[src/rtl/seq_pkg.sv]
// Shared constants and types for the beat step sequencer.
package seq_pkg;

   localparam int STEPS  = 16;
   localparam int ADDR_W = 18;
   localparam int BEAT_W = $clog2(STEPS);

   typedef enum logic [0:0] {
      S_IDLE,
      S_RUN
   } seq_state_t;

   typedef logic [BEAT_W-1:0] step_idx_t;

endpackage

[src/rtl/voice_playback_counter.sv]
// Per-track sample playback offset counter: restarts on trigger, plays ADDR_NUM
// samples and then goes idle.
module voice_playback_counter #(
   parameter int ADDR_NUM = 64,
   parameter int OFF_W    = (ADDR_NUM > 1) ? $clog2(ADDR_NUM) : 1
) (
   input  logic             clk_i,
   input  logic             rst_i,
   input  logic             trigger_i,
   output logic             active_o,
   output logic [OFF_W-1:0] offset_o
);

   logic             active_q, active_d;
   logic [OFF_W-1:0] offset_q, offset_d;

   // A trigger always wins, so a retrigger during playback restarts at offset 0.
   always_comb begin
      active_d = active_q;
      offset_d = offset_q;
      if (trigger_i) begin
         active_d = 1'b1;
         offset_d = '0;
      end else if (active_q && (offset_q == OFF_W'(ADDR_NUM - 1))) begin
         active_d = 1'b0;
         offset_d = '0;
      end else if (active_q) begin
         offset_d = offset_q + 1'b1;
      end
   end

   always_ff @(posedge clk_i or posedge rst_i) begin
      if (rst_i) begin
         active_q <= 1'b0;
         offset_q <= '0;
      end else begin
         active_q <= active_d;
         offset_q <= offset_d;
      end
   end

   assign active_o = active_q;
   assign offset_o = offset_q;

endmodule

[src/rtl/beat_step_scheduler.sv]
// Step sequencer: tempo divider on LRCLK, 16-step beat counter, pattern/mute
// trigger decode and per-track sample-ROM address generation.
//
// state  | meaning
// S_IDLE | stopped; beat held at 0, no step ticks
// S_RUN  | running; tempo divider advances beat, tick at each step start
module beat_step_scheduler
   import seq_pkg::*;
#(
   parameter int NUM_TRACKS = 4,
   parameter int ADDR_NUM   = 64,
   parameter int TEMPO_W    = 16
) (
   input  logic                         LRCLK,
   input  logic                         reset,
   input  logic                         run,
   input  logic [TEMPO_W-1:0]           tempo_div,
   input  logic [NUM_TRACKS*STEPS-1:0]  pattern,
   input  logic [NUM_TRACKS-1:0]        track_mute,
   output logic [BEAT_W-1:0]            beat,
   output logic                         step_tick,
   output logic [NUM_TRACKS-1:0]        voice_active,
   output logic [NUM_TRACKS*ADDR_W-1:0] voice_addr
);

   localparam int OFF_W = (ADDR_NUM > 1) ? $clog2(ADDR_NUM) : 1;

   if (NUM_TRACKS * ADDR_NUM > 2**ADDR_W) begin : g_addr_range_check
      $error("beat_step_scheduler: NUM_TRACKS*ADDR_NUM exceeds the sample-ROM address space");
   end

   seq_state_t         state_q;
   step_idx_t          beat_q;
   logic               step_tick_q;
   logic [TEMPO_W-1:0] tempo_cnt_q;

   logic [TEMPO_W-1:0] div_eff;
   logic [TEMPO_W-1:0] cnt_last;
   logic               step_done;
   step_idx_t          beat_next;

   // >= rather than == so that shrinking tempo_div mid-step ticks at once
   // instead of counting all the way round the counter.
   assign div_eff   = (tempo_div < TEMPO_W'(2)) ? TEMPO_W'(2) : tempo_div;
   assign cnt_last  = div_eff - TEMPO_W'(1);
   assign step_done = (tempo_cnt_q >= cnt_last);
   assign beat_next = (beat_q == step_idx_t'(STEPS - 1)) ? '0 : beat_q + 1'b1;

   always_ff @(posedge LRCLK or posedge reset) begin
      if (reset) begin
         state_q     <= S_IDLE;
         beat_q      <= '0;
         step_tick_q <= 1'b0;
         tempo_cnt_q <= '0;
      end else begin
         case (state_q)
            S_IDLE: begin
               beat_q      <= '0;
               tempo_cnt_q <= '0;
               if (run) begin
                  state_q     <= S_RUN;
                  step_tick_q <= 1'b1;
               end else begin
                  step_tick_q <= 1'b0;
               end
            end
            S_RUN: begin
               if (!run) begin
                  state_q     <= S_IDLE;
                  beat_q      <= '0;
                  tempo_cnt_q <= '0;
                  step_tick_q <= 1'b0;
               end else if (step_done) begin
                  beat_q      <= beat_next;
                  tempo_cnt_q <= '0;
                  step_tick_q <= 1'b1;
               end else begin
                  tempo_cnt_q <= tempo_cnt_q + 1'b1;
                  step_tick_q <= 1'b0;
               end
            end
            default: begin
               state_q     <= S_IDLE;
               beat_q      <= '0;
               tempo_cnt_q <= '0;
               step_tick_q <= 1'b0;
            end
         endcase
      end
   end

   assign beat      = beat_q;
   assign step_tick = step_tick_q;

   // Pattern and mute only matter in the tick cycle; stopping does not cut voices.
   for (genvar t = 0; t < NUM_TRACKS; t++) begin : g_voice
      logic [STEPS-1:0] trk_pat;
      logic             trig;
      logic             act;
      logic [OFF_W-1:0] off;

      assign trk_pat = pattern[t*STEPS +: STEPS];
      assign trig    = step_tick_q & trk_pat[beat_q] & ~track_mute[t];

      voice_playback_counter #(
         .ADDR_NUM (ADDR_NUM),
         .OFF_W    (OFF_W)
      ) u_vpc (
         .clk_i     (LRCLK),
         .rst_i     (reset),
         .trigger_i (trig),
         .active_o  (act),
         .offset_o  (off)
      );

      assign voice_active[t]                   = act;
      assign voice_addr[t*ADDR_W +: ADDR_W]    = ADDR_W'(t * ADDR_NUM) + ADDR_W'(off);
   end

endmodule

[config.mk]
export PLATFORM = sky130hd
export DESIGN_NAME = beat_step_scheduler
export DESIGN_NICKNAME = d
export VERILOG_FILES = /design/src/rtl/seq_pkg.sv /design/src/rtl/voice_playback_counter.sv /design/src/rtl/beat_step_scheduler.sv
export SDC_FILE = /design/constraint.sdc
export NUM_CORES = 1
export LEC_CHECK = 0
export ABC_AREA = 1
export CAP_MARGIN = 20
export CORE_ASPECT_RATIO = 1.2
export CORE_UTILIZATION = 45
export CTS_BUF_LIST = sky130_fd_sc_hd__clkbuf_8
export DETAILED_ROUTE_END_ITERATION = 8
export PLACE_DENSITY_LB_ADDON = 0.05
export SLEW_MARGIN = 20
export SYNTH_ARGS = -nofsm -noshare
export SYNTH_HDL_FRONTEND = slang
export SYNTH_HIERARCHICAL = 1
export SYNTH_SLANG_ARGS = --single-unit
[constraint.sdc]
create_clock -name LRCLK -period 1.9 [get_ports LRCLK]
set_input_delay 0.285 -clock LRCLK [delete_from_list [all_inputs] [get_ports LRCLK]]
set_output_delay 0.285 -clock LRCLK [all_outputs]
set_load 0.1 [all_outputs]
==> summary.md, run 1 <==
| Metric | Value |
|---|---|
| Status | `complete, but fails checks` |
| Violated checks | `setup timing` |
| Antenna fix cells | `0` |
| Worst Skew | `0.00993 ns` |
| Placement Setup Slack | `-1.15 ns` |
| Commonest non-fill, non-tap cell in the layout | `nand2_1` |
| Area Growth Syn to Fin | `53.0%` |
| Startpoint types | `primary input` |
| Layout cells sized above 1 | `32.4%` |
| Clk_lat worst skew | `0.31 ns` |
| Global-route wire length before repair | `21,200 µm` |
| Drt via density | `5.15` |
| First drt pass iteration count | `4` |
| GRT overflow | `0` |
| Power Dens Cells | `884 nW/µm²` |
| Worst hold path type | `in2async` |
| Comb pwr share | `60.0%` |
| Initial antenna violation count | `0` |
| Leakage | `0.00319 µW` |
| Drt drc | `0` |
| Commonest non-fill, non-tap cells in the layout | `99 x nand2_1, 75 x nor2_1, 70 x clkdlybuf4s50_1, 67 x buf_4, 54 x inv_1` |
| WP data required | `2.15 ns` |
| Total number of vias | `4,842` |
| Final period utilization | `121%` |
| Clock tree buffer depth | `2` |
| Die ar. | `10,600 µm²` |
| Final WS setup | `-0.401 ns` |
| Reg2Reg Setup Slack | `-0.14 ns` |
| Setup-failing EPs final | `48` |
| Max Transition Viols Final | `0` |
| Synth Warn # | `6` |
| Chip Height | `112 µm` |
| Switch Pwr | `3340 µW` |
| CTS tree | `yes` |
| Rows | `39` |
| Clk slew on worst S/H paths | `0.09 ns` |
| Clock power frac | `12.1%` |
| IR drop worst, VDD | `821 µV` |
| Die X | `94.1 µm` |
| R2r startpoint | `beat[0]` |
| DRT antenna net count | `0` |
| Yosys cell types | `41` |
| Unrepaired setup endpoints after global routing | `yes` |
| Internal power | `2850 µW` |
| IO buf count | `119` |
| Sink Count | `50` |
| Seq pwr share | `27.9%` |
| Maxcap violations | `0` |
| R2R depth | `10` |
| #FFs+latches synth | `50` |
| Root buffer cell | `clkbuf_8` |
| Crit path max fanout | `5` |
| Setup tns final | `-9.78 ns` |
| Net count, final | `927` |
| Mapped Cells | `636` |
| Core area | `9710 µm²` |
| H-tree Lvls | `2` |
| Ports | `168` |
| Total power | `6190 µW` |
| GRT Util Overall | `25.3%` |
| Initial core utilization | `47.1%` |
| Total CTS buffers | `5` |
| Post-DP HPWL | `10,100 µm` |
| Routed wire length | `14,100 µm` |
| Sequential fraction of the synthesis area | `27.3%` |
| Critical path class | `in2reg` |
| Average wire per standard cell | `15.0 µm` |
| WP data arrival | `2.55 ns` |
| Cts hold-fix bufs | `0` |
| Detailed Route Iter0 Violations | `194` |
| Minimum clock period | `2.30 ns` |
| Synthesized area per cell | `7.20 µm²` |
| Final hold slack | `0.416 ns` |
| Number of global-route vias before repair | `4,690` |
| Sw frac | `53.9%` |
| Largest net degree at the start of global routing | `32` |
| Critical Path Sink Type | `register` |
| Fmax | `435 MHz` |
| Post-synthesis cell area | `4580 µm²` |
| R2r endpoint | `g_voice[0].u_vpc/offset_o[1]` |
| RD Place Congestion | `0.909` |
| Fin. Hold Viols | `0` |
cell type report:
cell class              instances  area, µm²
clock buffers                   5       68.8
repair buffers                191       2050
inverters                      67        267
fillers                       759       2710
well taps                     123        154
flip-flops and latches         50       1260
repair inverters                2       25.0
clock inverters                 3       41.3
multi-input cells             500       3140
metal layers:
layer	global-route usage (%)	wire length (µm)	up-vias
li1	-	-	2343
met1	27.9	5340	2268
met2	46.3	7430	191
met3	4.27	834	40
met4	11.8	500	0
met5	0	0	-
power groups by stage:
stage | Combinational, µW | Clock (µW) | Sequential, µW
after floorplan | 1320 | 0 | 2770
after global placement | 3450 | 0 | 1710
after detailed placement | 3490 | 0 | 1710
after CTS | 3580 | 765 | 1710
after global routing | 3880 | 811 | 1780
final | 3720 | 749 | 1730
cell usage after synthesis:
master | count | share of area, %
o211ai_1 | 15 | 2.5
buf_2 | 2 | 0.22
inv_1 | 63 | 5.2
nor3b_1 | 5 | 0.82
inv_2 | 2 | 0.16
nor4_1 | 1 | 0.14
nand3_2 | 6 | 1.3
o21ai_2 | 5 | 0.96
buf_12 | 1 | 0.44
xor2_1 | 14 | 2.7
nor3_1 | 3 | 0.33
a21oi_2 | 3 | 0.57
nand2_1 | 113 | 9.3
nor2_4 | 14 | 3.4
nand4_1 | 16 | 2.2
nor3_4 | 1 | 0.36
nand3_4 | 1 | 0.38
dfrtp_1 | 50 | 27
buf_6 | 2 | 0.49
nand2_2 | 5 | 0.68
a22o_1 | 4 | 0.77
a21oi_1 | 14 | 1.5
buf_1 | 1 | 0.082
a21o_1 | 1 | 0.16
nor3_2 | 3 | 0.66
xor2_2 | 1 | 0.36
nor2_1 | 100 | 8.2
nand2_4 | 3 | 0.74
o21ai_0 | 44 | 4.8
buf_4 | 57 | 9.3
clkbuf_1 | 2 | 0.16
a31oi_1 | 2 | 0.27
o21bai_1 | 1 | 0.16
o21ai_1 | 6 | 0.66
nor2_2 | 8 | 1.1
nand3_1 | 32 | 3.5
ha_1 | 23 | 6.3
conb_1 | 2 | 0.16
clkinv_1 | 2 | 0.16
o21a_1 | 1 | 0.16
xnor2_1 | 7 | 1.3
cell families (layout without fill, tap and decap cells):
logic type,count (synthesis),in the layout,share of synthesized area [%]
xor gates and xnor gates,22,22,4.37
and+or+nand+nor,311,311,33.1
other,2,48,0.164
adders and majority gates,23,23,6.29
buffers and inverters,132,268,16.2
AOI/OAI and AO/OA,96,96,12.5
DFF,50,50,27.3
state kept, by name, indices dropped and copies added (netlist names):
name / cells
state_q: 1
g_voice.u_vpc/offset_o: 24
g_voice.u_vpc/active_o: 4
tempo_cnt_q: 16
step_tick: 1
beat: 4
what timing repair did:
item,4_1_cts,5_1_grt
endpoints found under the setup margin,37,49
resized for setup,131,67
pin swaps,55,56
cloned,4,2
buffers inserted,14,6
worst max-delay path, cell delays in order:
cell     delay, ns
buf_8         0.10
nor2_4        0.11
nand2_2       0.09
nor2_4        0.16
nand2_4       0.07
nand2_4       0.07
ha_4          0.16
nand3_4       0.09
nor3_4        0.19
xnor2_1       0.14
ha_1          0.25
nand2_1       0.08
inv_2         0.05
nand2_2       0.06
a21oi_2       0.06
nor2_4        0.16
nand3_4       0.15
buf_12        0.18
nor2_1        0.07
through the flow:
| stage | instances | instance area [µm²] | utilization [%] |
|---|---|---|---|
| finish | 941 | 7010 | 72.1 |
| global route | 941 | 7010 | 72.1 |
| CTS | 933 | 6720 | 69.2 |
| detailed placement | 907 | 6290 | 64.8 |
| global placement | 907 | 6290 | 64.8 |
| floorplan | 682 | 4880 | - |
how the worst max path moves through the flow:
stage | from | endpoint | slack [ns]
global placement | tempo_div[8] | tempo_cnt_q[0] | -1.08
CTS | tempo_div[5] | tempo_cnt_q[3] | -0.35
floorplan | tempo_div[2] | tempo_cnt_q[10] | -0.52
finish | tempo_div[10] | tempo_cnt_q[0] | -0.40
detailed placement | tempo_div[8] | tempo_cnt_q[9] | -1.15
global route | tempo_div[10] | tempo_cnt_q[7] | -0.59
(Power assumes the default switching activity.)
==> run 2, diff against run 1 <==
--- a/config.mk
+++ b/config.mk
@@ -12,7 +12,8 @@
 export CTS_BUF_LIST = sky130_fd_sc_hd__clkbuf_8
 export DETAILED_ROUTE_END_ITERATION = 8
 export PLACE_DENSITY_LB_ADDON = 0.05
-export SLEW_MARGIN = 20
+export SKIP_CTS_REPAIR_TIMING = 1
+export SLEW_MARGIN = 40
 export SYNTH_ARGS = -nofsm -noshare
 export SYNTH_HDL_FRONTEND = slang
 export SYNTH_HIERARCHICAL = 1
==> summary.md, run 2 (same netlist as run 1, synthesis figures left out) <==
| Metric | Value |
|---|---|
| Clock power frac | `12.1%` |
| Clk_lat worst skew | `0.31 ns` |
| Crit path max fanout | `5` |
| Placement Setup Slack | `-1.15 ns` |
| Cell Area, Placed | `6290 µm²` |
| Unrepaired setup endpoints after global routing | `yes` |
| Minimum clock period | `2.31 ns` |
| Max Transition Viols Final | `0` |
| Commonest non-fill, non-tap cell in the layout | `nand2_1` |
| Net count, final | `919` |
| Comb pwr share | `59.8%` |
| RD Place Congestion | `0.909` |
| Fin. Hold Viols | `0` |
| Routed wire length | `13,600 µm` |
| Initial core utilization | `47.1%` |
| GRT Util Overall | `23.2%` |
| Chip Height | `112 µm` |
| Core area | `9710 µm²` |
| Sink Count | `50` |
| Average wire per standard cell | `14.6 µm` |
| Number of global-route vias before repair | `4,404` |
| Setup-failing EPs final | `47` |
| Rows | `39` |
| First drt pass iteration count | `4` |
| Top cell by count, worst path | `nor2_4` |
| WP buf/inv | `4` |
| Largest net degree at the start of global routing | `32` |
| Die ar. | `10,600 µm²` |
| Max reg flops | `24` |
| Layout fillers | `773` |
| WP data arrival | `2.51 ns` |
| Clock tree buffer depth | `2` |
| IO buf count | `119` |
| Antenna fix cells | `0` |
| Reg2Reg Setup Slack | `-0.11 ns` |
| Maxcap violations | `0` |
| Reg area | `1260 µm²` |
| Drt via density | `5.03` |
| Fmax | `434 MHz` |
| Max incr delay on CP | `0.29 ns` |
| Die X | `94.1 µm` |
| Critical Path Sink Type | `register` |
| Worst Skew | `0.00614 ns` |
| Total number of vias | `4,695` |
| R2R depth | `12` |
| Global-route wire length before repair | `19,600 µm` |
| Switch Pwr | `3330 µW` |
| Final period utilization | `121%` |
| Clk slew on worst S/H paths | `0.09 ns` |
| Sw frac | `54.0%` |
| Critical path class | `in2reg` |
| Multi-input combinational cell area | `3140 µm²` |
| Ports | `168` |
| Area Growth Syn to Fin | `51.8%` |
| Layout cells sized above 1 | `31.4%` |
| Status | `complete, but fails checks` |
| H-tree Lvls | `2` |
| Final WS setup | `-0.406 ns` |
| Crit path cell chain | `buf_6 -> nor2_4 -> nand2_2 -> nor2_4 -> buf_4 -> a21oi_4 -> ha_4 -> nand3_4 -> xor2_1 -> inv_1 -> ha_1 -> nand2_1 -> o21a_1 -> nand2_2 -> nand2_4 -> nand3_4 -> clkbuf_16 -> nor2_4` |
| Worst hold path type | `in2async` |
| Drt drc | `0` |
| Commonest non-fill, non-tap cells in the layout | `100 x nand2_1, 77 x nor2_1, 70 x clkdlybuf4s50_1, 59 x buf_4, 54 x inv_1` |
| Root buffer cell | `clkbuf_8` |
| Leakage | `0.00316 µW` |
| Internal power | `2840 µW` |
| GRT overflow | `0` |
| WP data required | `2.10 ns` |
| Cell family with the largest share of critical-path delay | `simple AND/OR/NAND/NOR gates` |
| Fin area | `6950 µm²` |
| R2r startpoint | `beat[0]` |
| R2r endpoint | `g_voice[0].u_vpc/offset_o[1]` |
| DRT antenna net count | `0` |
| Share of the core filled with cells | `71.6%` |
| CTS tree | `yes` |
| Seq pwr share | `28.0%` |
| Post-DP HPWL | `10,100 µm` |
| Detailed Route Iter0 Violations | `187` |
| Startpoint types | `primary input` |
| CP startpoint | `tempo_div[6]` |
| Initial antenna violation count | `0` |
| Power Dens Cells | `887 nW/µm²` |
| CP max-delay cell | `ha_1` |
| Total CTS buffers | `5` |
| IR drop worst, VDD | `778 µV` |
| Violated checks | `setup timing` |
==> run 2: changes by cell type in the layout (fill, tap and decap cells not counted), sizes merged <==
cell / change
buf: -12
clkbuf: +5
dlygate4sd2: -1
dlymetal6s2s: +2
clkdlybuf4s15: -1
inv: -1
==> run 2: worst max-delay path by stage <==
stage          slack, ns  cells after the start               to
6_report           -0.41                     18   tempo_cnt_q[5]
5_1_grt            -0.51                     18   tempo_cnt_q[3]
4_1_cts            -0.83                     17   tempo_cnt_q[9]
3_5_place_dp       -1.15                     16   tempo_cnt_q[9]
3_3_place_gp       -1.08                     18   tempo_cnt_q[0]
2_1_floorplan      -0.52                     18  tempo_cnt_q[10]
==> run 2: cell type report <==
class | instances | area share, %
multi-input combinational | 500 | 45.2
timing repair buffer | 184 | 28.9
sequential | 50 | 18.1
inverter | 67 | 3.87
tap | 123 | 2.21
clock buffer | 5 | 0.990
clock inverter | 3 | 0.594
timing repair inverter | 1 | 0.162
==> run 2: worst register-to-register path, cell delays in order (launching register included) <==
cell       delay [ns]
dfrtp_4          0.55
buf_6            0.14
clkbuf_16        0.15
nor2_1           0.05
nor2_1           0.09
o21ai_1          0.09
o211ai_1         0.10
nand3_1          0.12
a21oi_2          0.21
inv_2            0.08
nand2_4          0.08
inv_2            0.05
a22o_1           0.18
==> run 2: routing by layer <==
layer	part of all wire (%)	global-route usage, %	wire, µm	vias up
met5	0	0	0	-
met4	3.9	10.5	527	0
met3	6.5	4.34	887	37
met2	52	42.1	7080	175
met1	37	25.9	5090	2168
li1	-	-	-	2315
==> run 2: power by group through the flow <==
stage	Clock (µW)	Combinational (µW)	Sequential, µW
2_1_floorplan	0	1320	2770
3_3_place_gp	0	3450	1710
3_5_place_dp	0	3490	1710
4_1_cts	765	3490	1690
5_1_grt	811	3860	1780
6_report	748	3690	1730
==> run 2: per-stage QoR <==
stage	hold slack, ns	setup TNS, ns	total power, µW	std cells
after floorplan	0.0884	-9.38	4100	682
after global placement	0.448	-23.67	5150	907
after detailed placement	0.458	-25.03	5200	907
after CTS	0.436	-17.68	5950	915
after global routing	0.459	-13.76	6440	933
final	0.420	-9.01	6160	933
==> patch: new RTL, flow settings as in run 1 <==
Reset style: synchronous (`reset` and `rst_i`), changed in 2 clocked blocks.
--- a/src/rtl/voice_playback_counter.sv
+++ b/src/rtl/voice_playback_counter.sv
@@ -31,3 +31,3 @@
 
-   always_ff @(posedge clk_i or posedge rst_i) begin
+   always_ff @(posedge clk_i) begin
       if (rst_i) begin
--- a/src/rtl/beat_step_scheduler.sv
+++ b/src/rtl/beat_step_scheduler.sv
@@ -48,3 +48,3 @@
 
-   always_ff @(posedge LRCLK or posedge reset) begin
+   always_ff @(posedge LRCLK) begin
       if (reset) begin
Check against the original RTL: differs if reset is asserted again (counterexample within 4 cycles, from zero or initial values and one cycle with reset high); with reset held inactive, the same outputs for 10 cycles.
==> patch against run 1 <==
The run still ends with setup timing left; die area fell by 8.7%; worst setup slack got worse by 0.27 ns; sequential cell count did not move; maximum frequency fell by 11%; wire length fell by 16%; area after synthesis fell by 8.9%; design area fell by 13%; synthesized cell count did not move; highest routed layer unchanged.
Power is not compared: it rests on default switching activity, and its combinational part moved more than twofold at a synthesized area within 25%.
==> patch: results <==
group,metric,value,unit
setup_path,timing.critical_path.from,"tempo_div[5]",
grt,first_global_vias,4189,
grt,globalRouteMet1Util,27.0,%
detailed_routing,wirelength_met1,4930,um
status,failed_checks,"setup timing",
placement,globalplace.congestion,0.859,
synthesis,post_synth_most_frequent_cells,"sky130_fd_sc_hd__nand2_1, sky130_fd_sc_hd__nor2_1, sky130_fd_sc_hd__inv_1",
setup_path,r2r_setup_slack,0.15,ns
synthesis,post_synth_main_area_contributors,"sky130_fd_sc_hd__dfxtp_1, sky130_fd_sc_hd__buf_4, sky130_fd_sc_hd__nand2_1, sky130_fd_sc_hd__nor2_1, sky130_fd_sc_hd__ha_1",
grt,global_route.usage.total,23.7,%
synthesis,synth-xor-area-share,5.25,%
setup_path,reg_to_reg_startpoint,"beat[0]",
setup_path,cpPeakStageDelay,0.27,ns
grt,global_route_wire_length_before_repair,18900,um
setup_path,crit-reg2reg-capture,"g_voice[1].u_vpc/offset_o[1]",
synthesis,async_set_or_reset_register_ratio_after_synthesis,0,%
synthesis,post_synth_adder_cell_area,6.90,%
grt,grt_met3_use,4.17,%
setup_path,endpoint,"tempo_cnt_q[8]",
synthesis,synth_seq_area_share,24.0,%
finish,finish.cell_count_without_fillers,928,
sta,post-route-worst-setup-slack,-0.672,ns
detailed_routing,routed-wl-met2,6230,um
finish,nets,918,
status,status,"complete, but fails checks",
sta,setup-violations-final,21,
finish,layout_cell_share_with_drive_strength_beyond_1,25.5,%
synthesis,synth.avg_cell_area,6.56,um^2
setup_path,reg2reg_depth,12,
placement,place_hpwl,8770,um
placement,placed_inst_area,5560,um^2
clocking,cts_repair_resize_count,85,
setup_path,timing.critical_path.fanout_max,7,
## patch: changes by cell type after synthesis, sizes merged, moves of 6 or more
cell,run 1,this run
o211ai,15,8
dfrtp,50,0
nand2,121,114
nand3,39,29
a21oi,17,38
dfxtp,0,50
inv,65,71
## patch: worst reg2reg max path: stages, from the launching register on
cell	delay, ns
sky130_fd_sc_hd__dfxtp_4	0.37
sky130_fd_sc_hd__buf_12	0.17
sky130_fd_sc_hd__nor2_1	0.13
sky130_fd_sc_hd__nor2_1	0.04
sky130_fd_sc_hd__o21ai_0	0.08
sky130_fd_sc_hd__o211ai_1	0.12
sky130_fd_sc_hd__nand3_1	0.10
sky130_fd_sc_hd__nand3_1	0.07
sky130_fd_sc_hd__nand2_1	0.08
sky130_fd_sc_hd__nor2_1	0.06
sky130_fd_sc_hd__nor2_1	0.21
sky130_fd_sc_hd__nand2_2	0.13
sky130_fd_sc_hd__a21oi_1	0.13
## patch: worst min-delay path by stage
stage | slack (ns) | end
floorplan | 0.34 | beat[0]
global placement | 0.43 | tempo_cnt_q[0]
detailed placement | 0.45 | tempo_cnt_q[0]
CTS | 0.49 | tempo_cnt_q[0]
global route | 0.51 | tempo_cnt_q[0]
finish | 0.49 | tempo_cnt_q[0]
## patch: final cells by class
| cell class | instances | area (um^2) | share of cell area, % |
|---|---|---|---|
| Multi-Input combinational cell | 497 | 2860 | 47.0 |
| Timing Repair Buffer | 183 | 1700 | 28.0 |
| Sequential cell | 50 | 1010 | 16.6 |
| Inverter | 71 | 282 | 4.63 |
| Tap cell | 120 | 150 | 2.47 |
| Clock buffer | 5 | 68.8 | 1.13 |
| Clock inverter | 2 | 13.8 | 0.226 |
## patch: power by group
part	switching, uW	internal, uW	total (uW)
Combinational	649	300	949
Sequential	14.4	1050	1070
Clock	370	255	625
Total	1030	1610	2640
